==> config.mk <==
export PLATFORM = sky130hd
export DESIGN_NAME = cve2_obi_wb_bridge
export DESIGN_NICKNAME = d
export VERILOG_FILES = /design/src/rtl/cve2_obi_wb_bridge.sv
export SDC_FILE = /design/constraint.sdc
export NUM_CORES = 1
export LEC_CHECK = 0
export ABC_AREA = 1
export CELL_PAD_IN_SITES_DETAIL_PLACEMENT = 1
export CELL_PAD_IN_SITES_GLOBAL_PLACEMENT = 1
export CORE_MARGIN = 2
export CORE_UTILIZATION = 30
export CTS_CLUSTER_DIAMETER = 50
export DETAILED_ROUTE_END_ITERATION = 8
export PLACE_DENSITY = 0.95
export SLEW_MARGIN = 10
export SYNTH_ARGS = -nofsm -noshare
export SYNTH_HDL_FRONTEND = slang
export SYNTH_SLANG_ARGS = --single-unit
export TNS_END_PERCENT = 1
==> constraint.sdc <==
create_clock -name clk_i -period 3.4 [get_ports clk_i]
set_clock_uncertainty 0.05 [all_clocks]
set_input_delay 1.02 -clock clk_i [delete_from_list [all_inputs] [get_ports clk_i]]
set_output_delay 1.02 -clock clk_i [all_outputs]
set_load 0.05 [all_outputs]
==> src/rtl/cve2_obi_wb_bridge.sv <==
// Data-side OBI to Wishbone classic bridge: one outstanding access, each issued as a single
// Wishbone cycle, with an optional bus timeout that terminates a dead cycle with an error.
module cve2_obi_wb_bridge #(
  parameter int unsigned TIMEOUT_CYCLES = 255
) (
  input  logic        clk_i,
  input  logic        rst_i,
  input  logic        req_i,
  output logic        gnt_o,
  input  logic        we_i,
  input  logic [3:0]  be_i,
  input  logic [31:0] addr_i,
  input  logic [31:0] wdata_i,
  output logic        rvalid_o,
  output logic [31:0] rdata_o,
  output logic        err_o,
  output logic        wb_cyc_o,
  output logic        wb_stb_o,
  output logic        wb_we_o,
  output logic [3:0]  wb_sel_o,
  output logic [31:0] wb_adr_o,
  output logic [31:0] wb_dat_o,
  input  logic [31:0] wb_dat_i,
  input  logic        wb_ack_i,
  input  logic        wb_err_i,
  output logic        busy_o
);

  localparam int unsigned CntW = (TIMEOUT_CYCLES == 0) ? 1 : $clog2(TIMEOUT_CYCLES + 1);
  localparam logic [CntW-1:0] CntMax  = '1;
  localparam logic [CntW-1:0] CntLast = (TIMEOUT_CYCLES == 0) ? '0 : CntW'(TIMEOUT_CYCLES - 1);

  typedef enum logic [1:0] {StIdle, StBus, StResp} state_e;

  state_e            r_state, w_state_next;
  logic              r_we, w_we;
  logic [3:0]        r_sel, w_sel;
  logic [31:0]       r_adr, w_adr;
  logic [31:0]       r_dat, w_dat;
  logic [31:0]       r_rdata, w_rdata;
  logic              r_err, w_err;
  logic [CntW-1:0]   r_cnt, w_cnt;
  logic              w_timeout_hit;

  assign w_timeout_hit = (TIMEOUT_CYCLES != 0) && (r_cnt == CntLast);

  always_comb begin
    w_state_next = r_state;
    w_we         = r_we;
    w_sel        = r_sel;
    w_adr        = r_adr;
    w_dat        = r_dat;
    w_rdata      = r_rdata;
    w_err        = r_err;
    w_cnt        = r_cnt;
    unique case (r_state)
      StIdle: begin
        if (req_i) begin
          w_we         = we_i;
          w_sel        = be_i;
          w_adr        = {addr_i[31:2], 2'b00};
          w_dat        = wdata_i;
          w_cnt        = '0;
          w_state_next = StBus;
        end
      end
      StBus: begin
        if (r_cnt != CntMax) w_cnt = r_cnt + 1'b1;
        // Slave error wins over ack; the timeout only fires when the slave is silent.
        if (wb_err_i) begin
          w_err        = 1'b1;
          w_rdata      = '0;
          w_state_next = StResp;
        end else if (wb_ack_i) begin
          w_err        = 1'b0;
          w_rdata      = r_we ? 32'h0 : wb_dat_i;
          w_state_next = StResp;
        end else if (w_timeout_hit) begin
          w_err        = 1'b1;
          w_rdata      = '0;
          w_state_next = StResp;
        end
      end
      StResp:  w_state_next = StIdle;
      default: w_state_next = StIdle;
    endcase
  end

  always_ff @(posedge clk_i) begin
    if (rst_i) begin
      r_state <= StIdle;
      r_we    <= 1'b0;
      r_sel   <= '0;
      r_adr   <= '0;
      r_dat   <= '0;
      r_rdata <= '0;
      r_err   <= 1'b0;
      r_cnt   <= '0;
    end else begin
      r_state <= w_state_next;
      r_we    <= w_we;
      r_sel   <= w_sel;
      r_adr   <= w_adr;
      r_dat   <= w_dat;
      r_rdata <= w_rdata;
      r_err   <= w_err;
      r_cnt   <= w_cnt;
    end
  end

  assign gnt_o    = (r_state == StIdle) && req_i && !rst_i;
  assign wb_cyc_o = (r_state == StBus);
  assign wb_stb_o = wb_cyc_o;
  assign wb_we_o  = r_we;
  assign wb_sel_o = r_sel;
  assign wb_adr_o = r_adr;
  assign wb_dat_o = r_dat;
  assign rvalid_o = (r_state == StResp);
  assign err_o    = rvalid_o && r_err;
  assign rdata_o  = r_rdata;
  assign busy_o   = (r_state != StIdle);

endmodule
Word level (Yosys, flattened, before mapping)
Cells that the tools add are included.

word-level totals
  word-level logic and storage cells = 43
  bits in registers = 110
  output and inout port bits = 107
  bits of input ports = 106

cells by class
  add/subtract/negate cells = 1
  muxes and demuxes = 15
  eq/ne operators = 7
  reductions and logical operators = 12

operators by type and width
  kind                                                                    number
  32-bit two-way mux                                                      4
  8-bit two-way mux                                                       2
  8-bit one-hot mux with 2 select lines                                   1
  8-bit by 1-bit adder with 8-bit output (second input constant)          1
  8-bit equality test (second input constant)                             1
  2-bit two-way mux                                                       4
  8-bit != test (second input constant)                                   1
  2-bit AND reduction                                                     3
  4-bit by 1-bit != test with 1-bit output (second input constant)        1
  2-bit one-hot mux with 2 select lines                                   1
  2-bit nonzero test                                                      2
  1-bit logical AND                                                       3
  1-bit two-way mux                                                       3
  3-bit AND reduction                                                     1
  3-bit nonzero test                                                      1
  2-bit by 1-bit equality test with 1-bit output (second input constant)  1
  2-bit equality test (second input constant)                             1
  2-bit zero test                                                         1
  2-bit by 1-bit != test with 1-bit output (second input constant)        1
  2-bit != test (second input constant)                                   1
  1-bit zero test                                                         1

Longest topological paths before layout
  depth after elaboration = 5
  gate-level depth with buffers = 11
  mapped depth without buffers = 10

Worst setup path after synthesis
OpenSTA, ideal clock, no wires.

  kind = input -> output
  from = input port req_i
  to = output port gnt_o
  required time = 2.330 ns
  arrival time = 2.076 ns
  setup slack = 0.254 ns
  path buffers = 2
  stages on the path = 4
  path through = nand2_1 buf_2 clkbuf_1 nor2_1

between the ends
  word-level cells in the longest chain between the ends = 2

ends and longest elaborated chain
  element                         RTL line  source
  start, declared                 8         input logic req_i,
  1-bit logical AND (2 in a row)  111       assign gnt_o = (r_state == StIdle) && req_i && !rst_i;
  end, declared                   9         output logic gnt_o,

No other way between the ends.

Final worst setup path
Same ends and word-level chain as after synthesis.

==> impl_metrics.csv <==
group,metric,value,unit
sta,setup_viol,0,
finish,regArea,2200,um^2
yosys,async_flop_share,0,
global_route,busiest_layer,"met2",
sta,fin_crit_sh,0.887,
sta,worstMarginPinSlew,0.738,ns
yosys,ys.flop_type,"dfxtp_1",
pwr,leakagePower,2.83,nW
route,totalWireLength,14.8,mm
sta,slew_violations,0,
cts,post_cts_buffers,0,
sta,period_minus_slack,3.02,ns
global_route,gr-total-overflow,0,
yosys,yosysTopAreaCell,"dfxtp_1",
yosys,syn_area,4430,um^2
place,dpl.hpwl,10.4,mm
finish,fill_cells,1804,
worst_setup_path,arrival,1.95,ns
yosys,ys_seq_area_frac,0.497,
worst_setup_path,critPathLaunchType,"primary input",
sta,rsz0062_at_grt,"false",
route,ant_nets,0,
global_route,grt_pass1_vias,4751,
cts,cts_buffer_depth,2,
cts,post_cts_resized,0,
yosys,yosysWarnings,0,
global_route,met3_usage,0.0745,
pwr,finalPower,3.65,mW
die,num_io_pins,213,
global_route,grtUsageMet1,0.209,
finish,multiInputGateArea,1880,um^2
yosys,synth-seq-cells,110,
cts,path_clk_slew,0.07,ns
outcome,status,"completed",
pwr,pwr-share-seq,0.396,
cts,insertion_delay,0.35,ns
route,avgViaCountPerCell,4.65,
yosys,synth.top_cell.area_share,0.497,
global_route,antenna_found_initial,0,
die,dieArea,15800,um^2
pwr,power_density,527,nW/um^2
global_route,grt_pass1_wl,23.9,mm
sta,hold_violations,0,
worst_setup_path,critPathKind,"primary input to primary output",
die,die_w,126,um
worst_setup_path,cp_max_fo,3,
yosys,synthTopCellsByCount,"nor2_1 (199), dfxtp_1 (110), nand2_1 (92), o21ai_0 (68), nand3_1 (33)",
run,drv_cap,0,
cts,cts_tree,"built",
cts,cts.htree.levels,3,
yosys,yosysMostFrequentCell,"nor2_1",
cts,ctsRootBufferMaster,"clkbuf_16",
route,vias,4637,
die,core_area,14500,um^2
finish,final_nets,916,
yosys,synth_edf_count,0,
pwr,p_switching,1.23,mW
cts,ctsHoldBuffers,0,
sta,tns,0,ns
place,io_buffers,208,
finish,diodes,0,
place,gp_congestion,0.781,
global_route,grt_max_degree,83,
yosys,yosysUniqueCellTypes,27,
route,firstDrtPassIters,4,
yosys,synth.area.top_cells,"dfxtp_1 (50%), nor2_1 (17%), nand2_1 (7.8%)",
yosys,netlist_instances,624,
cts,cts_made_buffers,9,
pwr,vdd_drop_max,361,uV
finish,drive_above_1_share,0.0492,
global_route,grtUsageTotal,0.188,
pwr,swShare,0.337,
sta,fmax,0.331,GHz
worst_setup_path,critPathRequiredTime,2.33,ns
die,start_util,0.306,
die,num_rows,44,
route,drtIter0Drc,173,
cts,numClockSinks,110,
route,drc_errors,0,
pwr,internal_power,2.42,mW
pwr,pwr-share-comb,0.278,
route,detail_route.wl_per_cell,14.9,um
finish,syn2layout_area_growth,56.4,%
pwr,pwr-share-clk,0.326,
global_route,grt_use_met2,0.329,
sta,max-slew-margin-rel,0.508,
hold_path,hp-class,"flop to flop",
yosys,postSynthAreaPerCell,7.10,um^2
die,die_height,126,um
worst_setup_path,end_kind,"primary output",
## power groups by stage
stage / Combinational, mW / Sequential [mW] / Clock, mW
6_report: 1.02 / 1.45 / 1.19
5_1_grt: 1.09 / 1.46 / 1.27
4_1_cts: 1.03 / 1.45 / 1.24
3_5_place_dp: 1.02 / 1.48 / 0
3_3_place_gp: 0.997 / 1.47 / 0
2_1_floorplan: 0.278 / 1.82 / 0
## placed cells by master, fill, tap and decap left out, drive strengths merged, types with 2 or more instances in the layout
master	n
buf	11
o21ai	68
conb	2
nor2	202
clkinv	3
bufinv	2
nand3b	2
inv	33
nand2	97
clkbuf	9
a21oi	29
dfxtp	110
clkdlybuf4s50	205
nand3	33
ha	2
## critical path, stage by stage
cell and delay, ns:
clkdlybuf4s50_1 0.47, nand2_2 0.07, nor2_1 0.21, buf_12 0.18
## routing by layer
metal  vias up  part of all wire
li1       2322                 -
met1      2151              0.40
met2       139              0.50
met3        25             0.074
met4         0             0.024
met5         -                 0
## per-stage QoR
step,instances,hold WS (ns),utilization,instance area (um^2),setup slack (ns)
after floorplan,625,0.384,-,4440,0.254
after CTS,997,0.427,0.479,6930,0.363
after detailed placement,981,0.414,0.455,6590,0.362
after global placement,981,0.400,0.455,6590,0.411
final,997,0.426,0.479,6930,0.383
after global routing,997,0.458,0.479,6930,0.325
## path summary, 6_finish.rpt
kind	start	slack [ns]	depth (start not counted)	end
hold reg to reg	r_err	0.43	2	r_err
setup reg to reg	r_state[1]	1.20	7	rdata_o[1]
setup / recovery	req_i	0.38	4	gnt_o
hold / removal	r_err	0.43	2	r_err
## sequential cells by signal (all words and copies together) (netlist names)
signal and count:
r_cnt 8, wb_adr_o 30, r_err 1, wb_we_o 1
r_state 2, rdata_o 32, wb_sel_o 4, wb_dat_o 32
## logic make-up (layout without fill, tap and decap cells)
family                   after synthesis  in the layout  share of synthesized area
adder cells (fa/ha/maj)                2              2                    0.00565
flip-flops                           110            110                      0.497
buffers and inverters                 75            263                     0.0793
other                                  1              2                   0.000846
AO/OA/AOI/OAI                         99             99                      0.113
AND/OR/NAND/NOR                      337            337                      0.305
## final cells by class
class | instances | share of cell area
multi-input cells | 440 | 0.272
flip-flops and latches | 110 | 0.318
well taps | 184 | 0.0332
inverters | 31 | 0.0168
clock buffers | 9 | 0.0325
repair buffers | 216 | 0.312
clock inverters | 7 | 0.0164
(Power assumes the default switching activity.)
